## config.mk

```make
export PLATFORM = sky130hd
export DESIGN_NAME = mem_arbiter
export DESIGN_NICKNAME = d
export VERILOG_FILES = /design/src/rtl/mem_arb_pkg.sv /design/src/rtl/arb_age_counter.sv /design/src/rtl/mem_arbiter.sv
export SDC_FILE = /design/constraint.sdc
export NUM_CORES = 1
export LEC_CHECK = 0
export BUFFER_PORTS_ARGS = -buffer_cell sky130_fd_sc_hd__buf_2
export CAP_MARGIN = 20
export CORE_AREA = 5 5 103 105
export DETAILED_ROUTE_END_ITERATION = 16
export DIE_AREA = 0 0 108 110
export PLACE_DENSITY = 0.56
export SYNTH_ARGS = -nofsm -noshare
export SYNTH_HDL_FRONTEND = slang
export SYNTH_SLANG_ARGS = --single-unit
```

## constraint.sdc

```tcl
create_clock -name clk -period 8.8 [get_ports clk]
set_clock_uncertainty 0.05 [all_clocks]
set_input_delay 0.44 -clock clk [delete_from_list [all_inputs] [get_ports clk]]
set_output_delay 0.44 -clock clk [all_outputs]
set_load 0.01 [all_outputs]
```

## src/rtl/mem_arb_pkg.sv

```systemverilog
// -----------------------------------------------------------------------------
// mem_arb_pkg
// Shared types and default constants for the unified instruction/data RAM
// arbiter (mem_arbiter) and its aging counter (arb_age_counter).
//   owner_t   : which port the read currently in flight belongs to
//   req_id_t  : which requester is granted in the current cycle
//   DEF_*     : default RAM word-address and data widths
// -----------------------------------------------------------------------------
package mem_arb_pkg;

    localparam int DEF_ADDR_WIDTH = 31;
    localparam int DEF_DATA_WIDTH = 32;

    typedef enum logic [1:0] {
        IDLE  = 2'd0,
        RD_IF = 2'd1,
        RD_LS = 2'd2
    } owner_t;

    typedef enum logic [1:0] {
        REQ_NONE = 2'd0,
        REQ_IF   = 2'd1,
        REQ_LS   = 2'd2
    } req_id_t;

endpackage

```

## src/rtl/arb_age_counter.sv

```systemverilog
// -----------------------------------------------------------------------------
// arb_age_counter
// Saturating wait counter used to age a low-priority requester.
// Ports:
//   clk      in   system clock (rising edge)
//   s_reset  in   synchronous active-high reset, clears the count
//   inc_i    in   requester waited this cycle (count up, saturate at all-ones)
//   clr_i    in   requester served or idle (count back to 0); wins over inc_i
//   limit_o  out  count has reached LIMIT
// -----------------------------------------------------------------------------
module arb_age_counter #(
    parameter int WIDTH = 12,
    parameter int LIMIT = 8
) (
    input  logic clk,
    input  logic s_reset,
    input  logic inc_i,
    input  logic clr_i,
    output logic limit_o
);

    logic [WIDTH-1:0] count_q;
    logic [WIDTH-1:0] count_d;

    always_comb begin
        count_d = count_q;
        if (clr_i) begin
            count_d = '0;
        end else if (inc_i && (count_q != {WIDTH{1'b1}})) begin
            count_d = count_q + WIDTH'(1);
        end
    end

    always_ff @(posedge clk) begin
        if (s_reset) begin
            count_q <= '0;
        end else begin
            count_q <= count_d;
        end
    end

    assign limit_o = (count_q >= WIDTH'(LIMIT));

endmodule

```

## src/rtl/mem_arbiter.sv

```systemverilog
// -----------------------------------------------------------------------------
// mem_arbiter
// Shares the single-port unified RAM between instruction fetch (IF, reads
// only) and the load/store unit (LS). One access is granted per cycle; LS has
// fixed priority unless IF has waited STARVE_LIMIT cycles. RAM read latency is
// one cycle and the owner FSM routes the returning word to the issuing port.
//
// Handshake: a requester holds req and its payload until it sees gnt in the
// same cycle; the access is then complete from its point of view. For reads,
// rvalid/rdata appear exactly one cycle after gnt. There is no back-pressure
// on the return path.
//
// Ports:
//   clk, s_reset                     clock, synchronous active-high reset
//   if_req/if_addr -> if_gnt         IF request side
//   if_rvalid/if_rdata               IF read return
//   ls_req/ls_we/ls_addr/ls_wdata/ls_be -> ls_gnt   LS request side
//   ls_rvalid/ls_rdata               LS read return
//   ram_en/ram_we/ram_addr/ram_wdata/ram_be, ram_rdata   RAM interface
//   dbg_owner                        current owner FSM state
//   stat_if_grants/stat_ls_grants/stat_conflicts   only with MEM_ARB_STATS_EN
//
// Optional build macro: MEM_ARB_STATS_EN adds wrapping grant/conflict counters.
// -----------------------------------------------------------------------------
module mem_arbiter
    import mem_arb_pkg::*;
#(
    parameter int ADDR_WIDTH    = DEF_ADDR_WIDTH,
    parameter int DATA_WIDTH    = DEF_DATA_WIDTH,
    parameter int STARVE_LIMIT  = 8,
    parameter int COUNTER_WIDTH = 12
) (
    input  logic                    clk,
    input  logic                    s_reset,

    input  logic                    if_req,
    input  logic [ADDR_WIDTH-1:0]   if_addr,
    output logic                    if_gnt,
    output logic                    if_rvalid,
    output logic [DATA_WIDTH-1:0]   if_rdata,

    input  logic                    ls_req,
    input  logic                    ls_we,
    input  logic [ADDR_WIDTH-1:0]   ls_addr,
    input  logic [DATA_WIDTH-1:0]   ls_wdata,
    input  logic [DATA_WIDTH/8-1:0] ls_be,
    output logic                    ls_gnt,
    output logic                    ls_rvalid,
    output logic [DATA_WIDTH-1:0]   ls_rdata,

    output logic                    ram_en,
    output logic                    ram_we,
    output logic [ADDR_WIDTH-1:0]   ram_addr,
    output logic [DATA_WIDTH-1:0]   ram_wdata,
    output logic [DATA_WIDTH/8-1:0] ram_be,
    input  logic [DATA_WIDTH-1:0]   ram_rdata,

    output owner_t                  dbg_owner
`ifdef MEM_ARB_STATS_EN
    ,
    output logic [COUNTER_WIDTH-1:0] stat_if_grants,
    output logic [COUNTER_WIDTH-1:0] stat_ls_grants,
    output logic [COUNTER_WIDTH-1:0] stat_conflicts
`endif
);

    owner_t  owner_q;
    owner_t  owner_d;
    req_id_t grant_id;
    logic    if_aged;

    // IF aging: counts cycles IF is left waiting; cleared when served or idle.
    arb_age_counter #(
        .WIDTH (COUNTER_WIDTH),
        .LIMIT (STARVE_LIMIT)
    ) u_if_age (
        .clk     (clk),
        .s_reset (s_reset),
        .inc_i   (if_req && !if_gnt),
        .clr_i   (if_gnt || !if_req),
        .limit_o (if_aged)
    );

    // Grant decision. Nothing is granted while reset is asserted so no RAM
    // access or return can be started from a half-reset state.
    always_comb begin
        grant_id = REQ_NONE;
        if (!s_reset) begin
            if (ls_req && !(if_req && if_aged)) begin
                grant_id = REQ_LS;
            end else if (if_req) begin
                grant_id = REQ_IF;
            end
        end
    end

    assign if_gnt = (grant_id == REQ_IF);
    assign ls_gnt = (grant_id == REQ_LS);

    // RAM payload mux; IF is read-only so write controls stay low for it.
    always_comb begin
        ram_en    = 1'b0;
        ram_we    = 1'b0;
        ram_addr  = '0;
        ram_wdata = '0;
        ram_be    = '0;
        case (grant_id)
            REQ_LS: begin
                ram_en    = 1'b1;
                ram_we    = ls_we;
                ram_addr  = ls_addr;
                ram_wdata = ls_wdata;
                ram_be    = ls_be;
            end
            REQ_IF: begin
                ram_en   = 1'b1;
                ram_addr = if_addr;
            end
            default: ;
        endcase
    end

    // Owner FSM: state register.
    always_ff @(posedge clk) begin
        if (s_reset) begin
            owner_q <= IDLE;
        end else begin
            owner_q <= owner_d;
        end
    end

    // Owner FSM: next state. Each state accepts a new grant, so the only
    // input is who is granted now; LS writes leave nothing in flight.
    always_comb begin
        owner_d = IDLE;
        case (grant_id)
            REQ_IF:  owner_d = RD_IF;
            REQ_LS:  owner_d = ls_we ? IDLE : RD_LS;
            default: owner_d = IDLE;
        endcase
    end

    // Owner FSM: outputs. Gated by reset so a read granted just before reset
    // never reports its data.
    always_comb begin
        if_rvalid = 1'b0;
        if_rdata  = '0;
        ls_rvalid = 1'b0;
        ls_rdata  = '0;
        if (!s_reset) begin
            case (owner_q)
                RD_IF: begin
                    if_rvalid = 1'b1;
                    if_rdata  = ram_rdata;
                end
                RD_LS: begin
                    ls_rvalid = 1'b1;
                    ls_rdata  = ram_rdata;
                end
                default: ;
            endcase
        end
    end

    assign dbg_owner = owner_q;

`ifdef MEM_ARB_STATS_EN
    logic [COUNTER_WIDTH-1:0] stat_if_q;
    logic [COUNTER_WIDTH-1:0] stat_ls_q;
    logic [COUNTER_WIDTH-1:0] stat_cf_q;

    always_ff @(posedge clk) begin
        if (s_reset) begin
            stat_if_q <= '0;
            stat_ls_q <= '0;
            stat_cf_q <= '0;
        end else begin
            if (if_gnt)           stat_if_q <= stat_if_q + COUNTER_WIDTH'(1);
            if (ls_gnt)           stat_ls_q <= stat_ls_q + COUNTER_WIDTH'(1);
            if (if_req && ls_req) stat_cf_q <= stat_cf_q + COUNTER_WIDTH'(1);
        end
    end

    assign stat_if_grants = stat_if_q;
    assign stat_ls_grants = stat_ls_q;
    assign stat_conflicts = stat_cf_q;
`endif

endmodule

```

-- Word-level counts from Yosys, hierarchy flattened
Index checks and enable logic that the tools add are counted.
- $add $sub $neg: 1
- mux-type cells: 18
- order comparisons: 1
- reductions and logical operators: 10
- equality and inequality tests: 5
- operators by type and width (kind ; number):
    32-bit two-way mux ; 5
    31-bit case mux with 2 select lines ; 1
    12-bit by 1-bit adder with 12-bit output, second input constant ; 1
    12-bit by 4-bit >= comparator with 1-bit output, second input constant ; 1
    12-bit != test, second input constant ; 1
    1-bit two-way mux ; 7
    2-bit two-way mux ; 3
    2-bit by 1-bit equality test with 1-bit output, second input constant ; 2
    2-bit equality test, second input constant ; 2
    1-bit logical AND ; 4
    4-bit two-way mux ; 1
    2-bit case mux with 2 select lines ; 1
    2-bit OR reduction ; 2
    1-bit logical NOT ; 3
    1-bit logical OR ; 1
- bits of input ports: 135
- bits in registers: 14
- logic and storage cells: 37

-- Depth between registers and ports, before layout
- word-level depth: 10
- mapped depth: 9
- depth with buffers taken out: 9

-- Modules after synthesis
Synthesis repeated with hierarchy kept, for this count alone.
- cells, all modules: 281
- area total of the unflattened synthesis: 1978.1 µm²
- by module, submodules not included (module ; sequential area each (µm²) ; cells each ; instances ; area each (µm²)):
    mem_arbiter ; 40.0 ; 203 ; 1 ; 1325.0
    arb_age_counter ; 240.2 ; 78 ; 1 ; 653.1

-- Least setup slack after synthesis
Ideal clock, no wire load.
- path kind: reg2reg
- start: reg u_if_age.count_q[8]
- end: reg u_if_age.count_q[9]
- path buffers: 0
- arrival time: 2.800 ns
- slack: 5.879 ns
- stages on the path, launching flop included: 10
- cell sequence: dfxtp_1 -> or4_1 -> o41ai_1 -> nand2_1 -> or2_1 -> ha_1 -> nand4b_1 -> or3_1 -> or4_1 -> a21oi_1
- word-level cells in the longest chain between the ends: 10
- elaborated cells between the ends (all ways): 14
- classes of those cells: 1 x add/sub; 1 x order compare; 2 x eq/ne; 2 x mux; 8 x reduce/logical
- ends and longest elaborated chain (item ; line ; source):
    start: declaration ; arb_age_counter.sv:22 ; logic [WIDTH-1:0] count_q;
    start signal: assignment ; arb_age_counter.sv:38 ; count_q <= count_d;
    12-bit by 4-bit >= comparator with 1-bit output ; arb_age_counter.sv:42 ; assign limit_o = (count_q >= WIDTH'(LIMIT));
    1-bit logical AND ; mem_arbiter.sv:89 ; if (ls_req && !(if_req && if_aged)) begin
    1-bit logical NOT ; mem_arbiter.sv:89 ;
    1-bit logical AND ; mem_arbiter.sv:89 ;
    2-bit two-way mux ; mem_arbiter.sv:89 ;
    2-bit two-way mux ; mem_arbiter.sv:88 ; if (!s_reset) begin
    2-bit by 1-bit equality test with 1-bit output ; mem_arbiter.sv:97 ; assign if_gnt = (grant_id == REQ_IF);
    1-bit logical NOT ; mem_arbiter.sv:79 ; .inc_i (if_req && !if_gnt),
    1-bit logical AND ; mem_arbiter.sv:79 ;
    1-bit logical AND ; arb_age_counter.sv:29 ; end else if (inc_i && (count_q != {WIDTH{1'b1}})) begin
Several ways; a longest one is shown, not always the timed one.
A chain may end at the register's enable or synchronous reset.

-- Worst setup path in the final report
- start: reg u_if_age.count_q[8]
- end: out ram_addr[26]
- word-level cells in the longest chain between the ends: 8
- elaborated cells between the ends (all ways): 9
- classes of those cells: 1 x order compare; 2 x eq/ne; 3 x mux; 3 x reduce/logical
- ends and longest elaborated chain (item ; line ; source):
    12-bit by 4-bit >= comparator with 1-bit output * ; arb_age_counter.sv:42 ;
    1-bit logical AND * ; mem_arbiter.sv:89 ;
    1-bit logical NOT * ; mem_arbiter.sv:89 ;
    1-bit logical AND * ; mem_arbiter.sv:89 ;
    2-bit two-way mux * ; mem_arbiter.sv:89 ;
    2-bit two-way mux * ; mem_arbiter.sv:88 ;
    2-bit by 1-bit equality test with 1-bit output or 2-bit equality test (tied branches) ; mem_arbiter.sv:107 ; case (grant_id)
    31-bit case mux with 2 select lines * ; mem_arbiter.sv:107 ;
    end: declaration ; mem_arbiter.sv:53 ; output logic [ADDR_WIDTH-1:0] ram_addr,
Every way passes the cells marked *; elsewhere a longest branch is shown, timed or not.

==> results <==
- The flow ran to the end, and the final reports show no timing, DRC or antenna violations.
- The die covers 11880 sq um.
- The total setup violations reported at the end of the flow is 0.
- The total power per unit cell area is 58.50 nW/um^2.
- The total overflow left after global routing is 0.
- The setup path with the least slack is of type flip-flop to output port.
- The source-to-sink clock delay at the later pin of the worst-skew pair is 0.24 ns.
- The average detailed-routed wire length per instance is 15.20 um.
- The number of stages on the worst hold path is 2.
- The cell family contributing the most delay on the critical path is simple AND/OR/NAND/NOR gates.
- In this run the critical register-to-register path is launched from u_if_age.count_q[8]$_SDFFE_PP0P_.
- Measured along the x axis, the die boundary spans 108 um.
- After detailed routing, the total wire length is 9668 um.
- The final route contains 2798 vias.
- Sorting the synthesized cells by area gives the leading types as sky130_fd_sc_hd__and2_1, sky130_fd_sc_hd__dfxtp_1, sky130_fd_sc_hd__a22o_1.
- During synthesis, Yosys emitted a total of 0 warnings.
- The effective utilization at floorplan is 18.34%.
- Synthesis produced a netlist with a net count of 381.
- The number of antenna violations at the first check in global routing is 2.
- The reg2reg setup slack is 5.57 ns.
- The clock drives 14 sinks.
- The biggest cell delay along the critical path is 0.71 ns.
- In this run the worst path has a maximum fanout of 39.
- The first TritonRoute pass finished after 4 iterations.
- The layer carrying the most global-route usage is met2.
- Across the run, the number of max-cap violations was 0.
- The post-synthesis cell type count is 35.
- The CTS tree is built.
- The met1 usage in global routing is 16.45%.
- In this run the post-CTS setup repair buffer count came out at 0.
- In this run the remaining antenna-violating nets after routing total 0.
- Across every metal layer, demand over resource in global routing totals 13.22%.
- The path with the worst hold slack has its endpoint at dbg_owner[1]$_SDFF_PP0_.
- The origin of the worst min-delay path is ls_we.
- The first global-routing pass estimated 12560 um of wire.
- The synthesized design devotes to its leading area cell type 36.43% of total area.
- After clock tree synthesis, the clock-pin slew on the worst setup and hold paths is 0.05 ns.
- The headroom to the max-slew limit is 43.90%.
- Buffers inserted during clock tree synthesis total 3.
- The maximum vdd ir drop is 0.00004681 V.
- Adding up every negative setup slack in the final design gives 0 ns.
- After layout, the minimum clock period comes to 3.810 ns.
- Clock tree synthesis selected as its root buffer the cell sky130_fd_sc_hd__clkbuf_8.
- Data arrives at the worst endpoint at 3.32 ns.
- The period utilization is 43.30%.
- The combined buffer and inverter count along the critical path is 2.
- The standard-cell row count is 36.
- Using the TritonRoute via totals, the vias-per-cell ratio works out to 4.399.
- The global-route met3 utilization is 4.368%.
- Leaving out fill and tap cells, the most frequent cells in the layout are sky130_fd_sc_hd__buf_2, sky130_fd_sc_hd__and2_1, sky130_fd_sc_hd__a22o_1.
- For this design, the CTS-stage hold fixing added 0 buffers.
- Traced cell by cell, the critical path runs through or4_1 -> o41ai_1 -> nand2_1 -> nor2_1 -> ha_1 -> nor2b_2 -> buf_8 -> a22o_1 -> buf_2.
- The category of the worst setup path capture point is an output port.
- Data on the critical path is required at its endpoint by 8.31 ns.
- In this run the static leakage power is 1.999 nW.
- For this run, the top clock speed supported by timing is 262.4 MHz.
- The floorplan core area is 9549 sq um.
- Summing every instance area after synthesis gives 1752 sq um.
- No sink is reached through more buffers than the 2 on the longest clock path.
- The worst hold slack is 0.3986 ns.
- The I/O pin count is 274.
- The endpoint identified for the worst register-to-register timing path is dbg_owner[1]$_SDFF_PP0_.
- Measured on the finished design, the core utilization comes to 34.75%.
- In this run the worst hold path is classified as input pin to flip-flop.
- The half-perimeter wire length of the detailed placement result is 8591 um.
- Sequential cells were found to cover 16.00% of the synthesized design area.
- The die height is 110 um.
- The post-synthesis average cell area is 7.268 sq um.
- The register bit total from synthesis is 14.
- Global routing consumed, on the met2 layer, 22.51% of the routing resources.
- The number of global-route vias before repair is 2444.
- The worst-case reg-to-reg path depth is 7.
- The detailed router finished its first iteration with 159 violations.
- Setup repair after global routing left no endpoint under its margin.
- The cell type with the highest aggregate area in the netlist is sky130_fd_sc_hd__and2_1.
- Entering global routing, the biggest net connects 40 pins.
- The area growth from synthesis to final layout is 89.43%.
- The type of element launching the critical path is a flip-flop.
- The congestion estimate from routability-driven global placement came to 0.8239.
- The count of instances resized after the clock tree is built is 0.
- For this run, design rule violations remaining after detail routing come to 0.
- The final hold violation count is 0.
- The final net count is 645.
- Leaving out fill and tap cells, the most frequent cell in the layout is sky130_fd_sc_hd__buf_2.
- The gate count of the mapped netlist is 241.
- The count of input and output buffers is 273.
- Cells with a size suffix above 1 make up 57.06% of the layout.
- Among all stages on the critical path, the largest delay is contributed by sky130_fd_sc_hd__ha_1.
- The filler cell count in the final layout is 1027.
- The transition time at the pin with the least slew margin is 0.8415 ns.
- The repair_antennas step left the layout with diodes totalling 0.
- CTS built an H-tree with a depth of 1.
- The number of slew-limit violations in the final report is 0.
metrics by stage:
stage	instances	instance area [sq um]	power, mW	worst slack (ns)
after floorplan	241	1752	0.09415	5.879
after global placement	631	3247	0.1431	4.851
after detailed placement	631	3247	0.1435	4.713
after CTS	634	3288	0.1965	4.412
after global routing	636	3318	0.2068	4.691
final	636	3318	0.1941	4.990
cell type report:
cell class                 count  area (sq um)  share of cell area [%]
inverter                       5         18.77                  0.5656
multi-input combinational    204          1400                   42.19
sequential                    14         280.3                   8.446
tap                          133         166.4                   5.015
timing repair buffer         277          1411                   42.53
clock buffer                   3         41.29                   1.244
registers in the layout, summed over array words and instances, names as in the netlist:
signal            flops
dbg_owner             2
u_if_age.count_q     12
cells by family (layout without fill, tap and decap cells):
logic type	after synthesis	in the layout	share of synthesized area [%]
compound gates	50	50	22.29
buf+inv	23	285	4.928
simple gates	146	146	51.64
fa+ha+maj	5	5	3.571
mux	1	1	0.5715
xor+xnor	2	2	1.000
flops	14	14	16.00
report_power, final:
group / total, mW / internal [mW] / switching, mW
clock: 0.0516 / 0.0303 / 0.0214
combinational: 0.0779 / 0.0412 / 0.0367
sequential: 0.0645 / 0.0641 / 0.000479
total: 0.194 / 0.136 / 0.0586
worst max path at each step:
stage,cells past startpoint,start,end
CTS,8,u_if_age.count_q[8]$_SDFFE_PP0P_,ram_addr[26]
detailed placement,8,u_if_age.count_q[8]$_SDFFE_PP0P_,ram_addr[26]
global placement,8,u_if_age.count_q[8]$_SDFFE_PP0P_,ram_addr[26]
finish,9,u_if_age.count_q[8]$_SDFFE_PP0P_,ram_addr[26]
floorplan,9,u_if_age.count_q[8]$_SDFFE_PP0P_,u_if_age.count_q[9]$_SDFFE_PP0P_
global route,9,u_if_age.count_q[8]$_SDFFE_PP0P_,ram_addr[0]
cells in the mapped netlist:
cell type	n
sky130_fd_sc_hd__a211oi_1	2
sky130_fd_sc_hd__a21oi_1	6
sky130_fd_sc_hd__a22o_1	31
sky130_fd_sc_hd__a31oi_1	2
sky130_fd_sc_hd__and2_1	102
sky130_fd_sc_hd__and3_1	1
sky130_fd_sc_hd__and3b_1	1
sky130_fd_sc_hd__clkbuf_1	18
sky130_fd_sc_hd__dfxtp_1	14
sky130_fd_sc_hd__ha_1	5
sky130_fd_sc_hd__inv_1	5
sky130_fd_sc_hd__mux2i_1	1
sky130_fd_sc_hd__nand2_1	4
sky130_fd_sc_hd__nand2b_1	1
sky130_fd_sc_hd__nand3_1	3
sky130_fd_sc_hd__nand3_2	1
sky130_fd_sc_hd__nand3b_1	1
sky130_fd_sc_hd__nand4_1	3
sky130_fd_sc_hd__nand4b_1	1
sky130_fd_sc_hd__nor2_1	4
sky130_fd_sc_hd__nor2b_1	5
sky130_fd_sc_hd__nor3_1	6
sky130_fd_sc_hd__nor3b_1	3
sky130_fd_sc_hd__nor4_2	1
sky130_fd_sc_hd__o2111a_1	1
sky130_fd_sc_hd__o21ai_0	5
sky130_fd_sc_hd__o311ai_0	1
sky130_fd_sc_hd__o31ai_1	1
sky130_fd_sc_hd__o41ai_1	1
sky130_fd_sc_hd__or2_1	1
sky130_fd_sc_hd__or2_2	1
sky130_fd_sc_hd__or3_1	5
sky130_fd_sc_hd__or4_1	2
sky130_fd_sc_hd__xnor2_1	1
sky130_fd_sc_hd__xor2_1	1
worst reg2reg max path: stages, from the launching register on:
cell                      delay, ns
sky130_fd_sc_hd__dfxtp_1       0.34
sky130_fd_sc_hd__or4_1         0.52
sky130_fd_sc_hd__o41ai_1       0.30
sky130_fd_sc_hd__nand2_1       0.14
sky130_fd_sc_hd__nor2_1        0.11
sky130_fd_sc_hd__ha_1          0.71
sky130_fd_sc_hd__nor2b_2       0.40
sky130_fd_sc_hd__nor3b_1       0.50
per-layer routing:
metal / share of wire (%) / vias to the layer above / wire length [um]
met3: 12 / 12 / 1192
li1: - / 1360 / -
met2: 48 / 194 / 4625
met5: 0.35 / - / 34
met4: 1.0 / 4 / 99
met1: 38 / 1228 / 3716
No activity file was read; power rests on OpenSTA's default activity.
